## config.mk

```make
export PLATFORM = sky130hd
export DESIGN_NAME = fetch_queue
export DESIGN_NICKNAME = d
export VERILOG_FILES = /design/src/rtl/fq_pkg.sv /design/src/rtl/fq_storage.sv /design/src/rtl/fetch_queue.sv
export SDC_FILE = /design/constraint.sdc
export NUM_CORES = 1
export LEC_CHECK = 0
export CAP_MARGIN = 20
export CELL_PAD_IN_SITES_DETAIL_PLACEMENT = 1
export CELL_PAD_IN_SITES_GLOBAL_PLACEMENT = 1
export CORE_AREA = 2 2 250 153
export CTS_CLUSTER_SIZE = 10
export DETAILED_ROUTE_END_ITERATION = 12
export DIE_AREA = 0 0 252 155
export DONT_BUFFER_PORTS = 1
export GPL_TIMING_DRIVEN = 1
export PLACE_DENSITY_LB_ADDON = 0.1
export SLEW_MARGIN = 10
export SYNTH_ARGS = -nofsm -noshare
export SYNTH_HDL_FRONTEND = slang
export SYNTH_HIERARCHICAL = 1
export SYNTH_SLANG_ARGS = --single-unit
```

## constraint.sdc

```tcl
create_clock -name clk -period 16.6 [get_ports clk]
set_input_delay 4.15 -clock clk [delete_from_list [all_inputs] [get_ports clk]]
set_output_delay 4.15 -clock clk [all_outputs]
set_load 0.03 [all_outputs]
```

## src/rtl/fq_pkg.sv

```systemverilog
// Shared definitions for the dual-issue fetch queue.
// Holds the default widths and the packed entry layout {pred, pc, instr}.
// The storage array keeps each entry in this bit order.
package fq_pkg;

  localparam int DEPTH_DEF   = 8;
  localparam int PC_W_DEF    = 11;
  localparam int INSTR_W_DEF = 32;
  localparam int ENTRY_W     = PC_W_DEF + INSTR_W_DEF + 1;

  // Prediction bit is the MSB and the instruction word is the LSBs.
  typedef struct packed {
    logic                   pred;
    logic [PC_W_DEF-1:0]    pc;
    logic [INSTR_W_DEF-1:0] instr;
  } fq_entry_t;

endpackage

```

## src/rtl/fq_storage.sv

```systemverilog
// Register array for the fetch queue. It holds DEPTH x WIDTH entries.
// Ports:
//   clk                    - clock, rising edge
//   we0/waddr0/wdata0      - write port 0 (older of a fetched pair)
//   we1/waddr1/wdata1      - write port 1 (younger of a fetched pair)
//   raddr0/rdata0          - asynchronous read port 0 (queue head)
//   raddr1/rdata1          - asynchronous read port 1 (head + 1)
// The array has no reset. The control logic never presents an unwritten
// slot as valid, so the array contents do not need clearing.
module fq_storage
  import fq_pkg::*;
#(
  parameter int DEPTH = DEPTH_DEF,
  parameter int WIDTH = ENTRY_W
) (
  input  logic                     clk,
  input  logic                     we0,
  input  logic [$clog2(DEPTH)-1:0] waddr0,
  input  logic [WIDTH-1:0]         wdata0,
  input  logic                     we1,
  input  logic [$clog2(DEPTH)-1:0] waddr1,
  input  logic [WIDTH-1:0]         wdata1,
  input  logic [$clog2(DEPTH)-1:0] raddr0,
  output logic [WIDTH-1:0]         rdata0,
  input  logic [$clog2(DEPTH)-1:0] raddr1,
  output logic [WIDTH-1:0]         rdata1
);

  logic [WIDTH-1:0] mem [DEPTH];

  // The two write addresses are always tail and tail+1. DEPTH >= 4, so the
  // two addresses never collide.
  always_ff @(posedge clk) begin
    if (we0) mem[waddr0] <= wdata0;
    if (we1) mem[waddr1] <= wdata1;
  end

  assign rdata0 = mem[raddr0];
  assign rdata1 = mem[raddr1];

endmodule

```

## src/rtl/fetch_queue.sv

```systemverilog
// Dual-issue instruction queue between fetch and the IF/ID register.
// Ports:
//   clk, rst               - clock and asynchronous active-high reset
//   enable                 - global run enable; low freezes all state
//   flush                  - redirect; empties the queue on the next edge
//   in_valid[1:0]          - fetched slot valids (2'b10 is treated as none)
//   in_pc*/in_instr*/in_pred* - fetched pair, slot0 older than slot1
//   in_ready               - room for two entries this cycle
//   out_valid[1:0]         - head / head+1 valid
//   out_pc*/out_instr*/out_pred* - head and head+1 entries (zero if invalid)
//   out_pop[1:0]           - entries decode consumes this cycle
//   count                  - current occupancy
module fetch_queue
  import fq_pkg::*;
#(
  parameter int DEPTH   = DEPTH_DEF,
  parameter int PC_W    = PC_W_DEF,
  parameter int INSTR_W = INSTR_W_DEF
) (
  input  logic                       clk,
  input  logic                       rst,
  input  logic                       enable,
  input  logic                       flush,
  input  logic [1:0]                 in_valid,
  input  logic [PC_W-1:0]            in_pc0,
  input  logic [PC_W-1:0]            in_pc1,
  input  logic [INSTR_W-1:0]         in_instr0,
  input  logic [INSTR_W-1:0]         in_instr1,
  input  logic                       in_pred0,
  input  logic                       in_pred1,
  output logic                       in_ready,
  output logic [1:0]                 out_valid,
  output logic [PC_W-1:0]            out_pc0,
  output logic [PC_W-1:0]            out_pc1,
  output logic [INSTR_W-1:0]         out_instr0,
  output logic [INSTR_W-1:0]         out_instr1,
  output logic                       out_pred0,
  output logic                       out_pred1,
  input  logic [1:0]                 out_pop,
  output logic [$clog2(DEPTH):0]     count
);

  localparam int AW = $clog2(DEPTH);
  localparam int CW = AW + 1;
  localparam int EW = PC_W + INSTR_W + 1;

  logic [AW-1:0] head;
  logic [AW-1:0] tail;
  logic [1:0]    push_n;
  logic [1:0]    push_amt;
  logic [1:0]    pop_req;
  logic [1:0]    pop_n;
  logic          push_go;
  logic [EW-1:0] wdata0;
  logic [EW-1:0] wdata1;
  logic [EW-1:0] rdata0;
  logic [EW-1:0] rdata1;

  // Ready uses only the registered count. A same-cycle pop cannot create
  // room, which keeps the decode -> fetch path free of combinational loops.
  assign in_ready = (count <= CW'(DEPTH - 2));

  always_comb begin
    push_n = 2'd0;
    if (in_valid == 2'b11)      push_n = 2'd2;
    else if (in_valid == 2'b01) push_n = 2'd1;
  end

  assign push_go  = in_ready && enable && !flush;
  assign push_amt = push_go ? push_n : 2'd0;

  // Decode cannot consume more than two entries or more than are present.
  assign pop_req = (out_pop > 2'd2) ? 2'd2 : out_pop;
  assign pop_n   = (CW'(pop_req) > count) ? count[1:0] : pop_req;

  always_ff @(posedge clk or posedge rst) begin
    if (rst) begin
      head  <= '0;
      tail  <= '0;
      count <= '0;
    end else if (enable) begin
      if (flush) begin
        head  <= '0;
        tail  <= '0;
        count <= '0;
      end else begin
        head  <= head + AW'(pop_n);
        tail  <= tail + AW'(push_amt);
        count <= count + CW'(push_amt) - CW'(pop_n);
      end
    end
  end

  assign wdata0 = {in_pred0, in_pc0, in_instr0};
  assign wdata1 = {in_pred1, in_pc1, in_instr1};

  fq_storage #(
    .DEPTH (DEPTH),
    .WIDTH (EW)
  ) u_storage (
    .clk    (clk),
    .we0    (push_go && (push_n != 2'd0)),
    .waddr0 (tail),
    .wdata0 (wdata0),
    .we1    (push_go && (push_n == 2'd2)),
    .waddr1 (tail + AW'(1)),
    .wdata1 (wdata1),
    .raddr0 (head),
    .rdata0 (rdata0),
    .raddr1 (head + AW'(1)),
    .rdata1 (rdata1)
  );

  assign out_valid[0] = (count >= CW'(1));
  assign out_valid[1] = (count >= CW'(2));

  // Invalid slots read as zero, so stale array contents never reach decode.
  assign out_pred0  = out_valid[0] ? rdata0[EW-1]           : 1'b0;
  assign out_pc0    = out_valid[0] ? rdata0[INSTR_W +: PC_W] : '0;
  assign out_instr0 = out_valid[0] ? rdata0[INSTR_W-1:0]    : '0;
  assign out_pred1  = out_valid[1] ? rdata1[EW-1]           : 1'b0;
  assign out_pc1    = out_valid[1] ? rdata1[INSTR_W +: PC_W] : '0;
  assign out_instr1 = out_valid[1] ? rdata1[INSTR_W-1:0]    : '0;

endmodule

```

==> impl_metrics.toml <==
[grt]
grt_pass1_vias = 13570
antenna_found_initial = 0
grt_pass1_wl_um = 91000
grt_overflow = 0
grt_usage_pct = 31.9
grt_max_degree = 67

[cts]
cts-resized-gates = 0
cts_sinks = 362
worstSkewPairLatency_ps = 550
postCtsHoldBufs = 0
cts_tree = "yes"
cts_buffers = 42
post_cts_buffers = 0
htreeDepth = 2
path_clk_slew_ps = 60
cts_root_buffer = "clkbuf_16"
cts_buffer_depth = 3

[pwr]
power_mw = 3.50
peakVddDrop_uv = 124
p_per_area_mw_per_mm2 = 149
p_leak_nw = 7.53

[finish]
num-nets-final = 1352
fill_cells = 3119
area_growth_syn_to_layout_pct = 7.56
drive_gt1_share_pct = 56.8
antenna_cells = 0

[detailed_routing]
ant_nets = 0
via_per_inst = 7.19
wl_um = 61300
drt_iter0_markers = 1107
firstDrtPassIters = 5
drcViolationCount = 0
num_vias = 12529
wl_per_cell_um = 35.2

[logic_synthesis]
postSynthRegisterBits = 362
async_reset_ff_share_pct = 2.76
synth_largest_area_cell = "edfxtp_1"
synthTopCellsByCount = "mux2_2 (413), edfxtp_1 (352), mux4_2 (176)"
synth_enable_flop_cells = 352
synthFlopType = "edfxtp_1"
avgSynthCellArea_um2 = 17.2
ys_top_cells_by_area = "edfxtp_1 (48%), mux2_2 (21%), mux4_2 (18%)"
syn_inst = 1270
yosys_warnings = 6
yosysTopAreaCellShare_pct = 48.4
ys_types = 42
synth_fp_nets = 1383
synth-seq-area-share_pct = 49.6
synth_most_common_cell = "mux2_2"
netlist_area_mm2 = 0.0218

[setup_path]
cp.required_ps = 12450
slowest_delay_ps = 1150
arrival_ps = 4800
start_kind = "flop"
r2r_setup_slack_ps = 11740
crit_path_end_kind = "output port"
critPathBufInv = 1
cp_num_cells = 6
critPathMaxFanout = 64
worstPathCellList = "ha_4 -> xor2_4 -> buf_4 -> mux4_2 -> mux2_2 -> and2_1"
crit_family = "flip-flops"
path_class = "reg2out"
crit_path_top_delay_cell = "dfrtp_4"
r2r-start = "count[3]"
reg2regPathDepth = 9
r2r_end = "u_storage/mem[6][27]"

[floorplan]
die_w_um = 252
row_count = 55
floorplan.die_area_mm2 = 0.0391
pin_count = 191
coreArea_mm2 = 0.0370
fp.dieH_um = 155
floorplan.initialDensity_pct = 59.0

[sta]
holdWs_ps = 706
fin_skew_ps = 26.9
fin_setup_tns_ps = 0
grt_setup_unrepaired = "no"
finalMaxSlewViolations = 0
setup_violations = 0
max_freq_ghz = 0.112
min_period_ps = 8950
finalCritPeriodShare_pct = 53.9
worstMarginPinSlew_ps = 1130
maxSlewHeadroom_pct = 24.9
hold_violations = 0

[status]
status = "finished, final reports clean"

[hold_path]
hold-path-endpoint = "tail[1]"
min-delay-start = "tail[1]"
min_path_cells = 2
hp-class = "reg2reg"

[job]
max_cap_violations = 0

[place]
place_congestion = 0.790
io_buffers = 0
dp_hpwl_um = 33800
==> layout make-up <==
| cell class | instances | area [µm²] | share of cell area, % |
|---|---|---|---|
| clock buffer | 61 | 1190 | 5.05 |
| clock inverter | 2 | 35.0 | 0.149 |
| inverter | 15 | 61.3 | 0.261 |
| multi-input combinational | 794 | 10500 | 44.9 |
| sequential | 362 | 10800 | 46.1 |
| tap | 484 | 606 | 2.58 |
| timing repair buffer | 24 | 225 | 0.959 |
==> cell families after synthesis <==
kind of cell	after synthesis	share of synthesized area [%]
buffers and inverters	114	3.03
multiplexers	620	41.5
flip-flops	362	49.6
AND/OR/NAND/NOR	127	3.71
adder cells (fa/ha/maj)	17	1.11
AO/OA/AOI/OAI	27	0.957
XOR/XNOR	3	0.120
==> tightest hold or removal path, stage by stage, from the launching register on <==
cell and delay [ps]:
dfrtp_1 440, inv_1 130, o22ai_1 80
==> report_power, final <==
| group | internal (mW) | switching [mW] | total [mW] |
|---|---|---|---|
| sequential | 1.03 | 0.0778 | 1.11 |
| clock | 0.504 | 0.359 | 0.863 |
| combinational | 0.614 | 0.913 | 1.53 |
==> state kept, by name, indices dropped and copies added, names as in the netlist <==
name,count
count,4
tail,3
u_storage/mem,352
head,3
==> worst max-delay path by stage <==
stage	startpoint	endpoint
2_1_floorplan	flush	u_storage/mem[5][0]
3_3_place_gp	head[0]	out_pred1
3_5_place_dp	head[0]	out_pred1
4_1_cts	head[0]	out_pred1
5_1_grt	head[1]	out_pred1
6_report	head[1]	out_pred1
==> placed cells by master (no fill, tap or decap), types with 12 or more instances in the layout <==
master,Yosys,final
mux2_2,413,413
edfxtp_1,352,352
mux4_2,176,176
and2_1,90,90
clkbuf_16,0,45
mux2_4,28,28
buf_4,16,21
clkbuf_1,27,16
inv_1,14,13
nand2_1,13,12
ha_1,13,12
==> layer usage <==
layer	vias to the layer above	share of wire (%)	track usage [%]
li1	5120	-	-
met1	6718	43	46.7
met2	607	46	49.4
met3	84	8.8	6.61
met4	0	2.1	7.86
met5	-	0	0
==> per-stage QoR <==
stage          utilization (%)  cells  cell area, µm²  setup slack (ps)
2_1_floorplan                -   1270           21800              8100
3_3_place_gp              59.9   1675           22200              8260
3_5_place_dp              60.0   1677           22200              8260
4_1_cts                   63.3   1740           23500              7660
5_1_grt                   63.4   1742           23500              7570
6_report                  63.4   1742           23500              7650
No activity file was read; power rests on OpenSTA's default activity.
